[src/rtl/effect_switch_sequencer.sv]
// Effect switch sequencer.
// The board switches are synchronized and debounced. Volume bits are applied
// directly on audio frame boundaries. Effect bits are applied under a
// fade-down / swap / fade-up sequence, so that effects never switch while
// the audio is at full level.
module effect_switch_sequencer #(
    parameter int DEBOUNCE_CYCLES = 225000,
    parameter int RAMP_STEPS      = 16,
    localparam int GAIN_W         = $clog2(RAMP_STEPS + 1)
) (
    input  logic              clk,
    input  logic              reset,
    input  logic [7:0]        sw,
    input  logic              mon_valid,
    input  logic              mon_ready,
    input  logic              mon_last,
    output logic              gate_enable,
    output logic [1:0]        threshold_level,
    output logic              filter_enable,
    output logic              distortion_enable,
    output logic              ringmod_enable,
    output logic [1:0]        ringmod_freq,
    output logic [1:0]        vol_sel,
    output logic [GAIN_W-1:0] mute_gain,
    output logic              busy
);

    localparam int CNT_W = $clog2(DEBOUNCE_CYCLES + 1);
    localparam logic [CNT_W-1:0]  CNT_MAX   = CNT_W'(DEBOUNCE_CYCLES - 1);
    localparam logic [GAIN_W-1:0] GAIN_FULL = GAIN_W'(RAMP_STEPS);
    localparam logic [GAIN_W-1:0] GAIN_LAST = GAIN_W'(RAMP_STEPS - 1);

    typedef enum logic [1:0] {
        IDLE      = 2'd0,
        RAMP_DOWN = 2'd1,
        SWAP      = 2'd2,
        RAMP_UP   = 2'd3
    } state_t;

    logic [7:0]        meta_reg;
    logic [7:0]        sync_reg;
    logic [7:0]        cand_reg;
    logic [CNT_W-1:0]  cnt_reg;
    logic [7:0]        deb_reg;
    logic [7:0]        app_reg;
    state_t            state_reg;
    state_t            state_next;
    logic [GAIN_W-1:0] gain_reg;
    logic [GAIN_W-1:0] gain_next;
    logic              busy_reg;
    logic              swap_en;
    logic              fb;
    logic              pend;

    // One stereo frame has passed when the last beat is accepted.
    assign fb   = mon_valid & mon_ready & mon_last;
    // Debounced effect bits differ from the applied ones.
    assign pend = (deb_reg[7:2] != app_reg[7:2]);

    // Two-flop synchronizer for the raw switches.
    always_ff @(posedge clk or posedge reset) begin
        if (reset) begin
            meta_reg <= '0;
            sync_reg <= '0;
        end else begin
            meta_reg <= sw;
            sync_reg <= meta_reg;
        end
    end

    // Debounce: any change restarts the stability count; a full count accepts.
    always_ff @(posedge clk or posedge reset) begin
        if (reset) begin
            cand_reg <= '0;
            cnt_reg  <= '0;
            deb_reg  <= '0;
        end else if (sync_reg != cand_reg) begin
            cand_reg <= sync_reg;
            cnt_reg  <= '0;
        end else if (cnt_reg != CNT_MAX) begin
            cnt_reg  <= cnt_reg + 1'b1;
        end else begin
            deb_reg  <= cand_reg;
        end
    end

    // Fade sequencing: next state and next gain.
    always_comb begin
        state_next = state_reg;
        gain_next  = gain_reg;
        swap_en    = 1'b0;
        unique case (state_reg)
            IDLE: begin
                gain_next = GAIN_FULL;
                if (pend) begin
                    state_next = RAMP_DOWN;
                end
            end
            RAMP_DOWN: begin
                // A reverted change wins over a frame boundary in the same cycle.
                if (!pend) begin
                    state_next = RAMP_UP;
                end else if (fb) begin
                    if (gain_reg != '0) begin
                        gain_next = gain_reg - 1'b1;
                    end
                    if (gain_reg <= GAIN_W'(1)) begin
                        state_next = SWAP;
                    end
                end
            end
            SWAP: begin
                swap_en    = 1'b1;
                state_next = RAMP_UP;
            end
            RAMP_UP: begin
                // A fresh change fades down again from wherever the gain is.
                if (pend) begin
                    state_next = RAMP_DOWN;
                end else if (gain_reg >= GAIN_FULL) begin
                    state_next = IDLE;
                end else if (fb) begin
                    gain_next = gain_reg + 1'b1;
                    if (gain_reg == GAIN_LAST) begin
                        state_next = IDLE;
                    end
                end
            end
            default: begin
                state_next = IDLE;
                gain_next  = GAIN_FULL;
            end
        endcase
    end

    // State, gain and busy registers; busy tracks the registered state.
    always_ff @(posedge clk or posedge reset) begin
        if (reset) begin
            state_reg <= IDLE;
            gain_reg  <= GAIN_FULL;
            busy_reg  <= 1'b0;
        end else begin
            state_reg <= state_next;
            gain_reg  <= gain_next;
            busy_reg  <= (state_next != IDLE);
        end
    end

    // Applied controls: effects only in SWAP, volume on every frame boundary.
    always_ff @(posedge clk or posedge reset) begin
        if (reset) begin
            app_reg <= '0;
        end else begin
            if (swap_en) begin
                app_reg[7:2] <= deb_reg[7:2];
            end
            if (fb) begin
                app_reg[1:0] <= deb_reg[1:0];
            end
        end
    end

    assign gate_enable       = app_reg[7];
    assign threshold_level   = app_reg[6:5];
    assign ringmod_freq      = app_reg[6:5];
    assign ringmod_enable    = app_reg[4];
    assign distortion_enable = app_reg[3];
    assign filter_enable     = app_reg[2];
    assign vol_sel           = app_reg[1:0];
    assign mute_gain         = gain_reg;
    assign busy              = busy_reg;

endmodule

[config.mk]
export PLATFORM = sky130hd
export DESIGN_NAME = effect_switch_sequencer
export DESIGN_NICKNAME = d
export VERILOG_FILES = /design/src/rtl/effect_switch_sequencer.sv
export SDC_FILE = /design/constraint.sdc
export NUM_CORES = 1
export LEC_CHECK = 0
export CORE_AREA = 4 4 75 77
export CTS_BUF_LIST = sky130_fd_sc_hd__clkbuf_16
export CTS_CLUSTER_SIZE = 16
export DETAILED_ROUTE_END_ITERATION = 16
export DIE_AREA = 0 0 79 81
export HOLD_SLACK_MARGIN = 0.1
export PLACE_DENSITY = 0.83
export SYNTH_ARGS = -nofsm -noshare
export SYNTH_HDL_FRONTEND = slang
export SYNTH_SLANG_ARGS = --single-unit
[constraint.sdc]
create_clock -name clk -period 6.15 [get_ports clk]
set_clock_uncertainty 0.05 [all_clocks]
set_input_delay 1.23 -clock clk [delete_from_list [all_inputs] [get_ports clk]]
set_output_delay 1.23 -clock clk [all_outputs]
set_load 0.01 [all_outputs]
==> Word level (Yosys, flattened, before mapping) <==
Index checks and enable logic that the tools add are counted.
{ "totals": {"regBits": 66, "inputBits": 13, "output_inout_bits": 16, "wordCells": 58} }
{ "op_classes": {"add_sub_neg": 3, "order_cmp": 2, "eq_ne": 13, "muxes": 19, "bitwise_logic": 4, "reduce_logical": 7} }
{ "ops": {"columns": ["op", "n"], "rows": [
  ["$mux 18", 2],
  ["$mux 5", 6],
  ["$add 18x1->18 const B", 1],
  ["$ne 18x18->1 const B", 1],
  ["$mux 2", 8],
  ["$pmux 5 s3", 1],
  ["$ne 2x2->1 const B", 6],
  ["$ne 8x8->1", 1],
  ["$pmux 2 s4", 1],
  ["$reduce_and 7->1", 1],
  ["$ne 6x6->1", 1],
  ["$add 5x1->5 const B", 1],
  ["$eq 5x4->1 const B", 1],
  ["$ge 5x5->1 const B", 1],
  ["$le 5x1->1 const B", 1],
  ["$reduce_bool 5->1", 1],
  ["$sub 5x1->5 const B", 1],
  ["$eq 2x2->1 const B", 2],
  ["$reduce_bool 2->1", 2],
  ["$reduce_bool 3->1", 1],
  ["$and 1x1->1", 2],
  ["$eq 2x1->1 const B", 1],
  ["$logic_not 2->1", 1],
  ["$not 1->1", 2],
  ["2 further kinds", 2]
]} }

==> Longest topological paths before layout <==
{ "depth": {"depth_word": 7, "depth_mapped": 7, "ltp_nobuf": 7} }

==> Least setup slack after synthesis <==
Ideal clock, no wire load.
{ "synth_timing": {"path_type": "input -> register", "startpoint": "input port mon_last", "endpoint": "register gain_reg[1] (netlist: mute_gain[1])", "setup_ns": 0.135, "arrival_ns": 2.259, "required_ns": 5.965, "path_slack_ns": 3.706, "path_stages": 5, "n_path_buf": 0, "cell_sequence": "nand3_1 a311o_1 a21oi_1 or2_2 o32ai_1"} }
{ "synth_between": {"elab_chain_len": 3, "word_cells_on_any_way": 4, "cone_classes": "2 x eq/ne; 1 x bitwise; 1 x reduce/logical"} }
{ "synth_rtl": {"columns": ["element", "line_no", "text"], "rows": [
  ["start, declared", "16", "input logic mon_last,"],
  ["$and 1x1->1 (*)", "56", "assign fb = mon_valid & mon_ready & mon_last;"],
  ["$ne 2x2->1 (no source line)", null, null],
  ["$reduce_and 7->1 (no source line) (*)", null, null],
  ["end signal, assigned", "144", "gain_reg <= gain_next;"],
  ["end, declared", "48", "logic [GAIN_W-1:0] gain_reg;"]
]} }
Mark *: on every way between the ends. The rest lies on a longest branch, timed or not.
A chain may end at the register's enable or synchronous reset.

==> Worst setup path after layout <==
{ "layout_timing": {"startpoint": "input port mon_valid", "endpoint": "register gain_reg[1] (netlist: mute_gain[1])"} }
{ "layout_between": {"elab_chain_len": 4, "word_cells_on_any_way": 5, "cone_classes": "2 x eq/ne; 2 x bitwise; 1 x reduce/logical"} }
{ "layout_rtl": {"columns": ["element", "line_no", "text"], "rows": [
  ["start, declared", "14", "input logic mon_valid,"],
  ["$and 1x1->1 (*) (2 in series)", "56", null],
  ["$ne 2x2->1 (no source line)", null, null],
  ["$reduce_and 7->1 (no source line) (*)", null, null]
]} }
Marks and branches as above.

==> out/results.ini <==
[status]
status=completed

[setup_path]
cp-start-kind=input pin
critPathArrivalTime_ns=3.02
r2r-end=deb_reg[0]
r2r_start=cnt_reg[12]
crit_type=input pin to flop
worstRegToRegCells=4
required_ns=6.32
end_kind=flop
startpoint=mon_valid
reg2reg_slack_ns=3.84
cp-endpoint=mute_gain[1]
cp_max_fo=8

[cts]
clk_pin_slew_ns=0.05
cts-root-buf=clkbuf_16
hold_buffers=0
numCtsBuffers=9
h-tree-depth=3
postCtsResizedCells=0
cts_tree=yes
clk_latency_ns=0.32
post_cts_buffers=0
numClockSinks=66
clockBufferDepth=2

[detailed_routing]
drc=0
wirelength_um=5650
drtPass1Iterations=5
drtIter0Drc=111
routedWlPerCell_um=15.4
dr_total_vias=2112
final_antenna_net_count=0
vias_per_cell=5.77

[floorplan]
coreArea_um2=5010
floorplan.initialDensity=0.593
die_x_um=79
ioPinCount=29
dieArea_um2=6400
fp.dieH_um=81
rows=26

[global_routing]
antenna_found_initial=0
grt_max_degree=67
grt.total_usage=0.199
grt_pass1_wl_um=9890
grt_pass1_vias=2090
gr-total-overflow=0

[yosys]
avgSynthCellArea_um2=11.1
syn_nets=286
synthArstFlopShare=1.00
synth_edf_count=0
synthCells=267
synth-seq-area-share=0.556
yosys_register_bits=66
ys_dominant_reg_cell=dfrtp_1
syn_area_um2=2970
synth.distinct_cells=43
yosys_warnings=0

[hold_path]
min_path_type=flop to flop
min-delay-start=meta_reg[0]

[sta]
setup_viol=0
fmax_mhz=352
hold_viol=0
slew_violations=0
rsz0062_at_grt=false
max_slew_margin=0.276
period_share=0.462
tightestPinTransition_ns=1.08
period_minus_slack_ns=2.84
fin_tns_setup_ns=0

[finish]
design_area_um2=3640
nFillCells=366
layout_commonest_cell=dfrtp_1
syn_to_final_growth_pct=22.5
drive_gt1_frac=0.128
largest_reg_flops=18
final_cell_mix=dfrtp_1, clkdlybuf4s50_1, nand2_1
nNetsFinal=311
n_antenna_cell=0

[power_and_ir_drop]
power-per-cell-area_nw_per_um2=363
vdd_drop_max_uv=230
p_leak_uw=0.00163

[placement]
dp_hpwl_um=3720
placed_area_um2=3280
io_buffers=28
globalplace.congestion=0.886

[run]
maxCapViolCount=0

[cell families after synthesis]
family          Yosys count  share of synthesized area
flops                    66                      0.556
simple gates             92                      0.168
buf+inv                  24                     0.0329
fa+ha+maj                 6                     0.0253
compound gates           38                     0.0851
mux                      14                     0.0531
xor+xnor                 27                     0.0796
[cells in the mapped netlist, types with 3 or more instances]
cell type | count | area (um2)
or4_1 | 3 | 22.5
inv_1 | 9 | 33.8
xnor2_1 | 8 | 70.1
ha_1 | 6 | 75.1
clkbuf_1 | 13 | 48.8
nand3_1 | 10 | 50.1
a211oi_1 | 3 | 22.5
a21oi_1 | 10 | 50.1
dfrtp_1 | 65 | 1630
nor3_1 | 5 | 25.0
xor2_1 | 19 | 166
nor2_1 | 21 | 78.8
and3_1 | 7 | 43.8
mux2_2 | 14 | 158
nor4_1 | 4 | 25.0
nand4_1 | 5 | 31.3
o21ai_0 | 6 | 30.0
nand2_1 | 24 | 90.1
[critical path: stages]
cell and delay [ns]:
clkdlybuf4s50_1 0.48, nand3_1 0.13, a311o_1 0.35, a21oi_1 0.47, o21ai_0 0.21, o32ai_1 0.15
[power breakdown]
part	leakage [uW]	total [uW]	internal (uW)	switching [uW]
Sequential	0.000842	511	468	42.9
Clock	0.000173	607	433	175
Combinational	0.000611	202	94.1	108
[final cells by class]
| cell class | count | area, um2 | area share |
|---|---|---|---|
| timing repair buffer | 29 | 288 | 0.0791 |
| clock buffer | 9 | 225 | 0.0619 |
| tap | 70 | 87.6 | 0.0241 |
| sequential | 66 | 1650 | 0.454 |
| multi-input combinational | 177 | 1220 | 0.335 |
| clock inverter | 6 | 131 | 0.0361 |
| inverter | 9 | 33.8 | 0.00928 |
[through the flow]
step	hold WS (ns)	total power (uW)	setup slack (ns)	utilization	cells
6_report	0.294	1320	3.31	0.726	366
3_5_place_dp	0.288	715	3.02	0.655	351
4_1_cts	0.297	1330	3.35	0.726	366
3_3_place_gp	0.282	710	3.09	0.655	351
2_1_floorplan	0.281	640	3.22	-	267
5_1_grt	0.303	1380	3.17	0.726	366
[worst min-delay path by stage]
stage / end / slack (ns) / depth (start not counted)
after detailed placement: sync_reg[3] / 0.29 / 0
after CTS: sync_reg[0] / 0.30 / 0
after global routing: sync_reg[1] / 0.30 / 0
final: sync_reg[0] / 0.29 / 0
after floorplan: sync_reg[0] / 0.28 / 0
after global placement: sync_reg[0] / 0.28 / 0
[per-layer routing]
metal / share of wire / routed length (um) / global-route usage
met1: 0.42 / 2400 / 0.248
met5: 0 / 0 / 0
met2: 0.50 / 2830 / 0.332
met3: 0.049 / 276 / 0.0388
met4: 0.025 / 141 / 0.101
Note: power is estimated with default switching activity, not from simulation.
